$ cat config.mk
export PLATFORM = sky130hd
export DESIGN_NAME = fm_bus_arbiter
export DESIGN_NICKNAME = d
export VERILOG_FILES = /design/src/rtl/fm_bus_arbiter_pkg.sv /design/src/rtl/fm_fetch_buffer.sv /design/src/rtl/fm_bus_arbiter.sv
export SDC_FILE = /design/constraint.sdc
export NUM_CORES = 1
export LEC_CHECK = 0
export ABC_AREA = 1
export CAP_MARGIN = 15
export CELL_PAD_IN_SITES_DETAIL_PLACEMENT = 2
export CELL_PAD_IN_SITES_GLOBAL_PLACEMENT = 2
export CORE_AREA = 2 2 196 198
export DETAILED_ROUTE_END_ITERATION = 8
export DIE_AREA = 0 0 198 200
export PLACE_DENSITY_LB_ADDON = 0.12
export SYNTH_ARGS = -nofsm -noshare
export SYNTH_HDL_FRONTEND = slang
export SYNTH_SLANG_ARGS = --single-unit
$ cat constraint.sdc
create_clock -name clk_i -period 1.75 [get_ports clk_i]
set_clock_uncertainty 0.1 [all_clocks]
set_input_delay 0.2625 -clock clk_i [delete_from_list [all_inputs] [get_ports clk_i]]
set_output_delay 0.2625 -clock clk_i [all_outputs]
set_load 0.02 [all_outputs]
$ cat src/rtl/fm_bus_arbiter_pkg.sv
// Shared definitions for the F-bus / M-bus to X-bus arbiter: grant states and lane selects.
// Also used by the optional fetch buffer (FM_FETCH_BUFFER_EN).
package fm_bus_arbiter_pkg;

    typedef enum logic [1:0] {
        ST_IDLE  = 2'd0,
        ST_GNT_F = 2'd1,
        ST_GNT_M = 2'd2
    } state_e;

    localparam logic [7:0] SEL_LO = 8'h0F;
    localparam logic [7:0] SEL_HI = 8'hF0;

    // Picks the 32-bit instruction word out of a 64-bit dword.
    function automatic logic [31:0] lane_sel(input logic [63:0] dword, input logic hi);
        return hi ? dword[63:32] : dword[31:0];
    endfunction

endpackage

$ cat src/rtl/fm_fetch_buffer.sv
// One-entry dword fetch buffer: remembers the last X-bus fetch beat and answers repeat fetches.
// Only instantiated when FM_FETCH_BUFFER_EN is defined.
module fm_fetch_buffer
    import fm_bus_arbiter_pkg::*;
(
    input  logic        clk_i,
    input  logic        reset_i,
    input  logic        load_i,
    input  logic [63:3] load_tag_i,
    input  logic [63:0] load_data_i,
    input  logic        inval_i,
    input  logic [63:3] inval_tag_i,
    input  logic [63:3] lookup_tag_i,
    input  logic        lookup_hi_i,
    output logic        hit_o,
    output logic [31:0] hit_word_o
);

    logic        valid_q, valid_d;
    logic [63:3] tag_q, tag_d;
    logic [63:0] data_q, data_d;

    always_comb begin
        valid_d = valid_q;
        tag_d   = tag_q;
        data_d  = data_q;
        if (load_i) begin
            valid_d = 1'b1;
            tag_d   = load_tag_i;
            data_d  = load_data_i;
        end else if (inval_i && (inval_tag_i == tag_q)) begin
            // A write to the buffered dword makes the copy stale.
            valid_d = 1'b0;
        end
    end

    always_ff @(posedge clk_i) begin
        if (reset_i) begin
            valid_q <= 1'b0;
        end else begin
            valid_q <= valid_d;
        end
        tag_q  <= tag_d;
        data_q <= data_d;
    end

    assign hit_o      = valid_q && (tag_q == lookup_tag_i);
    assign hit_word_o = lane_sel(data_q, lookup_hi_i);

endmodule

$ cat src/rtl/fm_bus_arbiter.sv
// Shares the 64-bit X-bus between the 32-bit fetch bus and the 64-bit data bus, one beat at a
// time. Defining FM_FETCH_BUFFER_EN adds a one-entry fetch buffer that serves repeat fetches.
module fm_bus_arbiter
    import fm_bus_arbiter_pkg::*;
#(
    parameter bit M_FIRST = 1'b1
) (
    input  logic        clk_i,
    input  logic        reset_i,
    input  logic        f_cyc_i,
    input  logic [63:2] f_adr_i,
    output logic        f_ack_o,
    output logic [31:0] f_dat_o,
    input  logic        m_cyc_i,
    input  logic        m_we_i,
    input  logic [7:0]  m_sel_i,
    input  logic [63:3] m_adr_i,
    input  logic [63:0] m_dat_i,
    output logic        m_ack_o,
    output logic [63:0] m_dat_o,
    output logic        x_cyc_o,
    output logic        x_we_o,
    output logic [7:0]  x_sel_o,
    output logic [63:3] x_adr_o,
    output logic [63:0] x_dat_o,
    input  logic        x_ack_i,
    input  logic [63:0] x_dat_i
);

    state_e      state_q, state_d;
    logic        buf_hit;
    logic [31:0] buf_word;
    logic        f_req;

`ifdef FM_FETCH_BUFFER_EN
    logic buf_match;

    fm_fetch_buffer u_fetch_buffer (
        .clk_i        (clk_i),
        .reset_i      (reset_i),
        .load_i       ((state_q == ST_GNT_F) && !buf_hit && x_ack_i && !reset_i),
        .load_tag_i   (f_adr_i[63:3]),
        .load_data_i  (x_dat_i),
        .inval_i      ((state_q == ST_GNT_M) && m_we_i && x_ack_i && !reset_i),
        .inval_tag_i  (m_adr_i),
        .lookup_tag_i (f_adr_i[63:3]),
        .lookup_hi_i  (f_adr_i[2]),
        .hit_o        (buf_match),
        .hit_word_o   (buf_word)
    );

    assign buf_hit = f_cyc_i && buf_match;
`else
    assign buf_hit  = 1'b0;
    assign buf_word = '0;
`endif

    // A fetch served by the buffer never needs the X-bus.
    assign f_req = f_cyc_i && !buf_hit;

    always_comb begin
        state_d = state_q;
        unique case (state_q)
            ST_IDLE: begin
                if (f_req && m_cyc_i) begin
                    state_d = M_FIRST ? ST_GNT_M : ST_GNT_F;
                end else if (f_req) begin
                    state_d = ST_GNT_F;
                end else if (m_cyc_i) begin
                    state_d = ST_GNT_M;
                end
            end
            ST_GNT_F: begin
                if (buf_hit) begin
                    state_d = m_cyc_i ? ST_GNT_M : ST_GNT_F;
                end else if (x_ack_i) begin
                    state_d = m_cyc_i ? ST_GNT_M : (f_cyc_i ? ST_GNT_F : ST_IDLE);
                end else if (!f_cyc_i) begin
                    state_d = ST_IDLE;
                end
            end
            ST_GNT_M: begin
                // m_cyc_i during the ack belongs to the finished beat, so M is not regranted.
                if (x_ack_i) begin
                    state_d = f_cyc_i ? ST_GNT_F : ST_IDLE;
                end else if (!m_cyc_i) begin
                    state_d = ST_IDLE;
                end
            end
            default: state_d = ST_IDLE;
        endcase
    end

    always_ff @(posedge clk_i) begin
        if (reset_i) begin
            state_q <= ST_IDLE;
        end else begin
            state_q <= state_d;
        end
    end

    always_comb begin
        x_cyc_o = 1'b0;
        x_we_o  = 1'b0;
        x_sel_o = '0;
        x_adr_o = f_adr_i[63:3];
        x_dat_o = '0;
        f_ack_o = 1'b0;
        m_ack_o = 1'b0;
        f_dat_o = buf_hit ? buf_word : lane_sel(x_dat_i, f_adr_i[2]);
        m_dat_o = x_dat_i;
        if (!reset_i) begin
            unique case (state_q)
                ST_IDLE: begin
                    f_ack_o = buf_hit;
                end
                ST_GNT_F: begin
                    if (buf_hit) begin
                        f_ack_o = 1'b1;
                    end else begin
                        x_cyc_o = f_cyc_i;
                        x_sel_o = f_adr_i[2] ? SEL_HI : SEL_LO;
                        f_ack_o = x_ack_i;
                    end
                end
                ST_GNT_M: begin
                    x_cyc_o = m_cyc_i;
                    x_we_o  = m_we_i;
                    x_sel_o = m_sel_i;
                    x_adr_o = m_adr_i;
                    x_dat_o = m_dat_i;
                    m_ack_o = x_ack_i;
                end
                default: ;
            endcase
        end
    end

endmodule

==> flow_summary.json <==
{
  "yosysWarnings": 0,
  "setup_viol": 136,
  "hold_violations": 0,
  "violations": "negative setup slack",
  "finalSetupTns_ns": -22.51,
  "pin_count": 498,
  "die_h_um": 200,
  "path_clk_slew_ns": 0.03,
  "area_growth_syn_to_layout_pct": 260,
  "maxCapViolCount": 0,
  "clk_latency_ns": 0.22,
  "drcViolationCount": 0,
  "period_minus_slack_ns": 2.02,
  "grt_pass1_wl_um": 33700,
  "grt_overflow_total": 0,
  "grt_usage": 0.116,
  "drtIter0Drc": 58,
  "drive_gt1_frac": 0.517,
  "die_width_um": 198,
  "cp.arrival_ns": 1.66,
  "fin_ws_ns": -0.272,
  "port_buffers": 497,
  "worstSetupEndpointType": "output port",
  "worstPathRequired_ns": 1.39,
  "gp_congestion": 0.751,
  "r2r_start": "state_q[1]$_SDFFE_PP0P_",
  "tightest_slew_ns": 0.382,
  "critical_path.top_delay_family": "buffers and inverters",
  "p_leak_nw": 4.47,
  "worst-path-buf-inv": 5,
  "dp_cells": 1343,
  "syn_area_um2": 2750,
  "finalCritPeriodShare": 1.16,
  "wire_per_inst_um": 18.5,
  "crit_type": "flip-flop to output port",
  "hold_buffers": 0,
  "status": "finished with violations",
  "finalPower_mw": 4.08,
  "core_area_um2": 37400,
  "ir_drop_uv": 185,
  "grt_max_degree": 29,
  "instances_no_fill": 1393,
  "critPathLaunch": "state_q[0]$_SDFFE_PP0P_",
  "numCtsBuffers": 3,
  "antenna_found_initial": 3,
  "filler_cell_count": 4153,
  "slew_headroom": 0.745,
  "diodes": 0,
  "viasPerCell": 3.24,
  "critPathLaunchType": "flip-flop",
  "regMostFlops": "state_q",
  "top_regs": "state_q (2)",
  "hold_start": "state_q[0]$_SDFFE_PP0P_",
  "synth_nets": 647,
  "crit_chain": "inv_2 -> ha_4 -> nand2_4 -> buf_12 -> buf_12 -> buf_8 -> mux2_4 -> buf_6",
  "worst_path_most_repeated_cell": "buf_12",
  "max_clock_freq_ghz": 0.495,
  "hold_class": "flip-flop to flip-flop",
  "syn_inst": 376,
  "via_count": 4512,
  "cts_root_buffer": "clkbuf_16",
  "routed_wl_um": 25800,
  "cp_max_fo": 6,
  "first_pass_iters": 4,
  "ant_nets": 0,
  "avgSynthCellArea_um2": 7.31,
  "initial_core_util": 0.0735,
  "rows": 71,
  "cts_tree": "done",
  "seq_area_frac_synth": 0.0146,
  "grt_pass1_vias": 4718,
  "ys_types": 21,
  "cts.sinks": 2,
  "largest_reg_flops": 2,
  "synth-seq-cells": 2,
  "hpwlAfterDp_um": 21600,
  "h-tree-depth": 1,
  "fp.dieArea_um2": 39600,
  "nets": 1155,
  "crit_slowest_cell": "dfxtp_2",
  "power_density_nw_per_um2": 412,
  "drv_slew": 0,
  "rsz0062_at_grt": "yes",
  "max_stage_delay_ns": 0.33,
  "cts_buffer_depth": 2
}
==> cell usage in the layout (no fill, tap or decap), types with 2 or more instances in the layout <==
| cell | synthesis | layout |
|---|---|---|
| a21oi_2 | 0 | 6 |
| dlymetal6s2s_1 | 0 | 14 |
| inv_1 | 5 | 2 |
| buf_2 | 12 | 2 |
| buf_4 | 64 | 75 |
| buf_8 | 0 | 4 |
| clkdlybuf4s15_1 | 0 | 2 |
| buf_12 | 0 | 20 |
| nand2_1 | 84 | 20 |
| nand3_1 | 4 | 4 |
| inv_4 | 1 | 2 |
| a21oi_1 | 12 | 2 |
| mux2_1 | 30 | 29 |
| ha_4 | 0 | 5 |
| a21oi_4 | 0 | 4 |
| clkbuf_16 | 0 | 7 |
| buf_16 | 0 | 3 |
| mux2_4 | 59 | 60 |
| buf_6 | 6 | 140 |
| nor2_1 | 73 | 21 |
| nor2_2 | 0 | 14 |
| nand2_4 | 1 | 39 |
| clkdlybuf4s50_1 | 0 | 286 |
| dlygate4sd2_1 | 0 | 43 |
| nand2_2 | 0 | 25 |
| inv_2 | 1 | 2 |
| nor2_4 | 0 | 38 |
| mux2_2 | 3 | 3 |
==> through the flow <==
stage               cell area (µm²)  hold slack (ns)  worst slack (ns)   util
finish                         9900            0.530            -0.272  0.265
global route                   9900            0.552            -0.331  0.265
detailed placement             8220            0.517            -0.526  0.220
global placement               8220            0.524            -0.534  0.220
floorplan                      2800            0.392            0.0332      -
CTS                            8810            0.542            -0.277  0.235
==> final timing paths <==
path | slack, ns | end | depth (start not counted)
hold reg to reg | 0.53 | state_q[0]$_SDFFE_PP0P_ | 3
hold / removal | 0.53 | state_q[0]$_SDFFE_PP0P_ | 3
setup / recovery | -0.27 | x_adr_o[42] | 8
setup reg to reg | 0.03 | state_q[0]$_SDFFE_PP0P_ | 13
==> cells in the mapped netlist <==
cell	count	area, µm²
inv_2	1	3.75
buf_2	12	60.1
o21ai_0	1	5.00
nor2_1	73	274
ha_1	6	75.1
buf_6	6	67.6
a31oi_1	1	6.26
nor3_1	1	5.00
mux2_4	59	886
inv_4	1	6.26
a21oi_1	12	60.1
clkbuf_1	9	33.8
mux2_2	3	33.8
mux2_1	30	338
buf_4	64	480
inv_1	5	18.8
nand3_1	4	20.0
dfxtp_1	2	40.0
nand2_4	1	11.3
nand2_1	84	315
nand3b_1	1	7.51
==> cell type report <==
type,instances,area (µm²),area share
inverter,7,38.8,0.00392
tap,511,639,0.0646
multi-input combinational,276,2870,0.290
clock buffer,3,75.1,0.00758
sequential,2,45.0,0.00455
timing repair buffer,594,6230,0.629
==> tightest hold or removal path, delay by kind of cell (launching register included) <==
kind / cells / cell delay, ns
flip-flops: 1 / 0.31
AO/OA/AOI/OAI: 1 / 0.04
buffers and inverters: 1 / 0.16
AND/OR/NAND/NOR: 1 / 0.07
==> repair_timing <==
item / 4_1_cts / 5_1_grt
resized for setup: 805 / 274
cloned: 8 / 4
setup endpoints to repair: 183 / 156
setup buffers: 24 / 20
pin swaps: 5 / 48
==> report_power, final <==
part | switching, mW | internal, mW | leakage, nW | total (mW)
clock | 0.0475 | 0.290 | 0.0370 | 0.338
sequential | 0.00658 | 0.0539 | 0.0175 | 0.0605
combinational | 1.60 | 2.08 | 4.42 | 3.68
total | 1.65 | 2.42 | 4.47 | 4.08
==> kinds of logic after synthesis <==
logic type / share of synthesized area
compound gates: 0.0260
flops: 0.0146
buf+inv: 0.244
fa+ha+maj: 0.0273
simple gates: 0.230
mux: 0.458
==> metal layers <==
layer  wire length [µm]  vias up  track usage
met1               8430     2090        0.115
met3               2480       12       0.0397
met4                 67        6      0.00585
met5                 41        -            0
li1                   -     2168            -
met2              14800      236        0.240
Power figures use the tool's default switching activity.
